--- config.mk ---
export PLATFORM = sky130hd
export DESIGN_NAME = rf_wb_arbiter_flat
export DESIGN_NICKNAME = d
export VERILOG_FILES = /design/src/rtl/rf_wb_arbiter_pkg.sv /design/src/rtl/rf_wb_arbiter_if.sv /design/src/rtl/rf_wb_arbiter_rr_arb2.sv /design/src/rtl/rf_wb_arbiter.sv /design/src/flat_wrapper.sv
export SDC_FILE = /design/constraint.sdc
export NUM_CORES = 1
export LEC_CHECK = 0
export ABC_AREA = 1
export BUFFER_PORTS_ARGS = -buffer_cell sky130_fd_sc_hd__buf_2
export CORE_AREA = 2 2 455 457
export DETAILED_ROUTE_END_ITERATION = 10
export DIE_AREA = 0 0 457 459
export GPL_ROUTABILITY_DRIVEN = 0
export PLACE_DENSITY = 0.3
export SYNTH_ARGS = -nofsm -noshare
export SYNTH_HDL_FRONTEND = slang
export SYNTH_SLANG_ARGS = --single-unit
--- constraint.sdc ---
create_clock -name clk -period 4.9 [get_ports clk]
set_clock_uncertainty 0.1 [all_clocks]
set_input_delay 0.245 -clock clk [delete_from_list [all_inputs] [get_ports clk]]
set_output_delay 0.245 -clock clk [all_outputs]
set_load 0.02 [all_outputs]
--- src/rtl/rf_wb_arbiter_pkg.sv ---
// rtl/rf_wb_arbiter_pkg.sv - shared sizes and priority encoding for the write-back arbiter
//   RF_WORD_LENGTH : data width of one register
//   RF_REG_NUM     : number of architectural registers (x0 hard-wired zero)
//   RF_IDX_W       : register index width
//   prio_t         : which requester wins the next contended cycle
package rf_wb_arbiter_pkg;
  localparam int RF_WORD_LENGTH = 32;
  localparam int RF_REG_NUM     = 32;
  localparam int RF_IDX_W       = $clog2(RF_REG_NUM);

  typedef enum logic {
    PRIO_A = 1'b0,
    PRIO_B = 1'b1
  } prio_t;
endpackage

--- src/rtl/rf_wb_arbiter_if.sv ---
// rtl/rf_wb_arbiter_if.sv - issue, write-back and RF-write bundle of the write-back arbiter
//   iss_*  : IDU issue handshake (valid/rd in, ready out)
//   a_*    : EXU write-back request (valid/rd/data in, ready out)
//   b_*    : LSU write-back request (valid/rd/data in, ready out)
//   rf_we, rf_wdata : registered RF write port
//   busy   : pending-destination scoreboard
//   master : requester/IDU side, slave : arbiter side
interface rf_wb_arbiter_if
  import rf_wb_arbiter_pkg::*;
#(
  parameter int WORD_LENGTH = RF_WORD_LENGTH,
  parameter int REG_NUM     = RF_REG_NUM,
  parameter int IDX_W       = RF_IDX_W
) ();
  logic                           iss_valid;
  logic [IDX_W-1:0]               iss_rd;
  logic                           iss_ready;
  logic                           a_valid;
  logic [IDX_W-1:0]               a_rd;
  logic [WORD_LENGTH-1:0]         a_data;
  logic                           a_ready;
  logic                           b_valid;
  logic [IDX_W-1:0]               b_rd;
  logic [WORD_LENGTH-1:0]         b_data;
  logic                           b_ready;
  logic [REG_NUM-1:0]             rf_we;
  logic [REG_NUM*WORD_LENGTH-1:0] rf_wdata;
  logic [REG_NUM-1:0]             busy;

  modport master (
    output iss_valid, iss_rd, a_valid, a_rd, a_data, b_valid, b_rd, b_data,
    input  iss_ready, a_ready, b_ready, rf_we, rf_wdata, busy
  );

  modport slave (
    input  iss_valid, iss_rd, a_valid, a_rd, a_data, b_valid, b_rd, b_data,
    output iss_ready, a_ready, b_ready, rf_we, rf_wdata, busy
  );
endinterface

--- src/rtl/rf_wb_arbiter_rr_arb2.sv ---
// rtl/rf_wb_arbiter_rr_arb2.sv - two-way round-robin arbiter, one grant per cycle
//   clk, rst         : clock, synchronous active-low reset
//   a_valid, b_valid : requests
//   a_gnt, b_gnt     : combinational grants
module rf_wb_arbiter_rr_arb2
  import rf_wb_arbiter_pkg::*;
(
  input  logic clk,
  input  logic rst,
  input  logic a_valid,
  input  logic b_valid,
  output logic a_gnt,
  output logic b_gnt
);
  prio_t prio;

  // prio only matters when both request; a lone requester always wins.
  assign a_gnt = a_valid && (!b_valid || prio == PRIO_A);
  assign b_gnt = b_valid && (!a_valid || prio == PRIO_B);

  always_ff @(posedge clk) begin
    if (!rst) begin
      prio <= PRIO_A;
    end else if (a_gnt) begin
      prio <= PRIO_B;
    end else if (b_gnt) begin
      prio <= PRIO_A;
    end
  end
endmodule

--- src/rtl/rf_wb_arbiter.sv ---
// rtl/rf_wb_arbiter.sv - write-back arbiter: registers the winning write and tracks pending rds
//   clk : clock, rst : synchronous active-low reset
//   bus : rf_wb_arbiter_if.slave (issue, A/B write-back, RF write port, busy)
module rf_wb_arbiter
  import rf_wb_arbiter_pkg::*;
#(
  parameter int WORD_LENGTH = RF_WORD_LENGTH,
  parameter int REG_NUM     = RF_REG_NUM,
  parameter int IDX_W       = RF_IDX_W
) (
  input logic            clk,
  input logic            rst,
  rf_wb_arbiter_if.slave bus
);
  logic                           a_gnt;
  logic                           b_gnt;
  logic                           win;
  logic [IDX_W-1:0]               win_rd;
  logic [WORD_LENGTH-1:0]         win_data;
  logic [REG_NUM-1:0]             win_dec;
  logic [REG_NUM-1:0]             iss_dec;
  logic [REG_NUM-1:0]             set_mask;
  logic                           iss_rdy;
  logic [REG_NUM-1:0]             rf_we_q;
  logic [REG_NUM*WORD_LENGTH-1:0] rf_wdata_q;
  logic [REG_NUM-1:0]             busy_q;

  rf_wb_arbiter_rr_arb2 u_arb (
    .clk     (clk),
    .rst     (rst),
    .a_valid (bus.a_valid),
    .b_valid (bus.b_valid),
    .a_gnt   (a_gnt),
    .b_gnt   (b_gnt)
  );

  assign iss_rdy = ~busy_q[bus.iss_rd];

  always_comb begin
    win      = a_gnt | b_gnt;
    win_rd   = a_gnt ? bus.a_rd : bus.b_rd;
    win_data = a_gnt ? bus.a_data : bus.b_data;
    win_dec  = '0;
    win_dec[win_rd] = 1'b1;
    iss_dec  = '0;
    iss_dec[bus.iss_rd] = 1'b1;
    set_mask = (bus.iss_valid && iss_rdy && bus.iss_rd != '0) ? iss_dec : '0;
  end

  always_ff @(posedge clk) begin
    if (!rst) begin
      rf_we_q    <= '0;
      rf_wdata_q <= '0;
      busy_q     <= '0;
    end else begin
      // rd==0 is still accepted upstream but never reaches the RF.
      rf_we_q <= (win && win_rd != '0) ? win_dec : '0;
      if (win) begin
        rf_wdata_q <= {REG_NUM{win_data}};
      end
      // Clear on the edge the RF captures the write; a same-edge set wins.
      // Bit 0 is forced low so x0 can never stall issue.
      busy_q <= ((busy_q & ~rf_we_q) | set_mask) & {{(REG_NUM-1){1'b1}}, 1'b0};
    end
  end

  assign bus.a_ready   = a_gnt;
  assign bus.b_ready   = b_gnt;
  assign bus.iss_ready = iss_rdy;
  assign bus.rf_we     = rf_we_q;
  assign bus.rf_wdata  = rf_wdata_q;
  assign bus.busy      = busy_q;
endmodule
--- src/flat_wrapper.sv ---
// flat-port wrapper written by rule: the top's interface ports become plain ports
module rf_wb_arbiter_flat import rf_wb_arbiter_pkg::*;
#(
  parameter int WORD_LENGTH = RF_WORD_LENGTH,
  parameter int REG_NUM     = RF_REG_NUM,
  parameter int IDX_W       = RF_IDX_W
)
  (clk, rst, bus_iss_valid, bus_iss_rd, bus_a_valid, bus_a_rd, bus_a_data, bus_b_valid, bus_b_rd, bus_b_data, bus_iss_ready, bus_a_ready, bus_b_ready, bus_rf_we, bus_rf_wdata, bus_busy);
  rf_wb_arbiter_if #(.WORD_LENGTH(WORD_LENGTH), .REG_NUM(REG_NUM), .IDX_W(IDX_W)) bus_i ();
  input logic clk;
  input logic rst;
  input wire logic [$bits(bus_i.iss_valid)-1:0] bus_iss_valid;
  input wire logic [$bits(bus_i.iss_rd)-1:0] bus_iss_rd;
  input wire logic [$bits(bus_i.a_valid)-1:0] bus_a_valid;
  input wire logic [$bits(bus_i.a_rd)-1:0] bus_a_rd;
  input wire logic [$bits(bus_i.a_data)-1:0] bus_a_data;
  input wire logic [$bits(bus_i.b_valid)-1:0] bus_b_valid;
  input wire logic [$bits(bus_i.b_rd)-1:0] bus_b_rd;
  input wire logic [$bits(bus_i.b_data)-1:0] bus_b_data;
  output wire logic [$bits(bus_i.iss_ready)-1:0] bus_iss_ready;
  output wire logic [$bits(bus_i.a_ready)-1:0] bus_a_ready;
  output wire logic [$bits(bus_i.b_ready)-1:0] bus_b_ready;
  output wire logic [$bits(bus_i.rf_we)-1:0] bus_rf_we;
  output wire logic [$bits(bus_i.rf_wdata)-1:0] bus_rf_wdata;
  output wire logic [$bits(bus_i.busy)-1:0] bus_busy;
  assign bus_i.iss_valid = bus_iss_valid;
  assign bus_i.iss_rd = bus_iss_rd;
  assign bus_i.a_valid = bus_a_valid;
  assign bus_i.a_rd = bus_a_rd;
  assign bus_i.a_data = bus_a_data;
  assign bus_i.b_valid = bus_b_valid;
  assign bus_i.b_rd = bus_b_rd;
  assign bus_i.b_data = bus_b_data;
  assign bus_iss_ready = bus_i.iss_ready;
  assign bus_a_ready = bus_i.a_ready;
  assign bus_b_ready = bus_i.b_ready;
  assign bus_rf_we = bus_i.rf_we;
  assign bus_rf_wdata = bus_i.rf_wdata;
  assign bus_busy = bus_i.busy;
  rf_wb_arbiter #(.WORD_LENGTH(WORD_LENGTH), .REG_NUM(REG_NUM), .IDX_W(IDX_W)) u_core (.clk(clk), .rst(rst), .bus(bus_i));
endmodule
==> impl_metrics.ini <==
[outcome]
status = finished clean

[hold_path]
hp-class = in -> reg
min_path_cells = 3

[clock_network]
ctsHoldBuffers = 59
clk_latency_ps = 420
max-clock-path-buffers = 2
cts_resized = 0
cts_htree_levels = 3
cts_buffers = 9
clock_sinks = 96
post_cts_buffers = 0
tritoncts = built
clkSlewWorstSetupHoldPaths_ps = 90
root_buffer = clkbuf_16

[placed_design]
post-place-ws_ps = 1620
hpwl_mm = 47.4
port-buffer-count = 1173
postPlaceCellArea_um2 = 13400

[yosys]
syn_avg_cell_area_um2 = 7.26
ys_seq_area_frac = 0.166
synth_area_um2 = 11600
synthCells = 1598
yosys_warnings = 0
ys_ff_latch = 96
synth.distinct_cells = 23

[floorplan]
io_pins = 1175
die_w_um = 457
core_um2 = 206000
die_y_um = 459
initial_core_util = 0.0564
fp-row-count = 167
dieArea_um2 = 210000

[route]
drtPass1Iterations = 5
drtIter0Drc = 517
postRouteAntennaNets = 0
vias = 9630
drt-wirelength-per-cell_um = 12.7
wirelength_mm = 58.0
viasPerCell = 2.11
drc_errors = 0

[worst_setup_path]
cp-end-kind = register
path_max_fanout = 36
cp-start-kind = primary input
ff2ff_path_depth = 10
arrival_ps = 2950
crit_type = in -> reg
cp_data_required_time_ps = 5140

[global_routing]
grt_max_degree = 43
grt_pass1_wl_mm = 70.0
grt_usage = 0.0502
grt_overflow = 0
antenna_found_initial = 24
grt_pass1_vias = 7313

[layout]
layout-drive-gt1-share = 0.671
design_area_um2 = 14400
final_nets = 1920
regArea_um2 = 1940
fin_util = 0.0698
multi_input_area_um2 = 1840
layout-area-overhead-vs-synth_pct = 23.7
nFillCells = 24347

[sta]
worst_pin_slew_ps = 1190
period_needed_ps = 2710
maxSlewViolCount = 0
rsz0062_at_grt = no
fin_ws_ps = 2190
finalSetupViolCount = 0
hold_viol = 0
relSlewSlack = 0.204
fin_tns_setup_ps = 0
fin_crit_sh = 0.553
max_freq_mhz = 369

[pwr]
net-switching-power_mw = 1.78
clock_power_share = 0.242
power.internal_mw = 1.66
pwr-share-seq = 0.281
power.density_nw_per_um2 = 239
ir_drop_mv = 0.197
netSwitchingFraction = 0.518
p_leak_nw = 7.93
comb_power_share = 0.477

[flow_run]
drv_cap = 0
[stage by stage]
stage          std cells  hold WS (ps)  power (mW)
5_1_grt             4545          39.1        3.63
6_report            4557          56.2        3.44
2_1_floorplan       1599           311        2.60
4_1_cts             4545         0.102        3.55
3_5_place_dp        4470           365        2.61
3_3_place_gp        4470           366        2.63
[layout make-up]
cell class                 count  share of cell area
multi-input combinational    414               0.128
clock inverter                 7             0.00636
inverter                      65              0.0170
timing repair buffer        1250               0.460
clock buffer                   9              0.0157
tap                         2704               0.236
antenna                       12             0.00209
sequential                    96               0.135
[metal layers]
layer  routed length, µm  global-route usage
met5                   0                   0
met4                1350              0.0127
met3                3450             0.00854
met2               29800              0.0931
met1               23400              0.0591
[sequential cells by signal, summed over array words and instances, names as in the netlist]
signal,cells
u_core.bus.busy,31
u_core.bus.rf_wdata,32
u_core.bus.rf_we,32
u_core.u_arb.prio,1
[Yosys cell counts (all sizes together)]
master	count	area, µm²
buf	1005	7530
nand2	197	757
dfxtp	96	1920
nand3	73	365
inv	65	244
nor2	51	196
a21oi	34	170
a31oi	32	200
clkbuf	19	71.3
nor3	17	85.1
o21ai	4	31.3
or2	4	25.0
conb	1	3.75
[worst paths after layout]
kind / end / slack (ps) / startpoint
hold / removal: u_core.bus.rf_wdata[991]$_SDFFE_PN0N_ / 60 / bus_b_data[31]
setup reg to reg: u_core.bus.rf_we[3]$_SDFF_PN0_ / 2260 / u_core.u_arb.prio$_SDFFE_PN0N_
hold reg to reg: u_core.u_arb.prio$_SDFFE_PN0N_ / 380 / u_core.u_arb.prio$_SDFFE_PN0N_
setup / recovery: u_core.bus.rf_we[3]$_SDFF_PN0_ / 2190 / bus_b_valid
[kinds of logic after synthesis]
kind of cell           share of synthesized area
AOI/OAI and AO/OA                         0.0346
buffers and inverters                      0.676
DFF                                        0.166
other                                   0.000323
and+or+nand+nor                            0.123
[power groups by stage]
stage          clock (mW)  combinational (mW)  sequential [mW]
3_3_place_gp            0                1.63            0.993
6_report            0.832                1.64            0.966
4_1_cts             0.906                1.66            0.980
2_1_floorplan           0                1.63            0.975
3_5_place_dp            0                1.61            0.997
5_1_grt             0.921                1.72            0.983
[worst max-delay path, stage by stage]
cell	delay, ps
buf_2	70
buf_4	410
nand2_2	160
nand2_4	90
buf_4	470
o21ai_0	170
buf_4	220
nand2_1	90
nor2_1	50
nor2_2	490
nand3_1	250
nor3_1	180
[placed cells by master (no fill, tap or decap), types with 18 or more instances in the layout]
master / n
a31oi_1: 32
nand3_1: 73
inv_1: 60
dfxtp_1: 80
nor2_1: 49
dlygate4sd3_1: 59
buf_4: 18
buf_2: 1173
a21oi_1: 34
nand2_1: 192
Power figures use the tool's default switching activity.
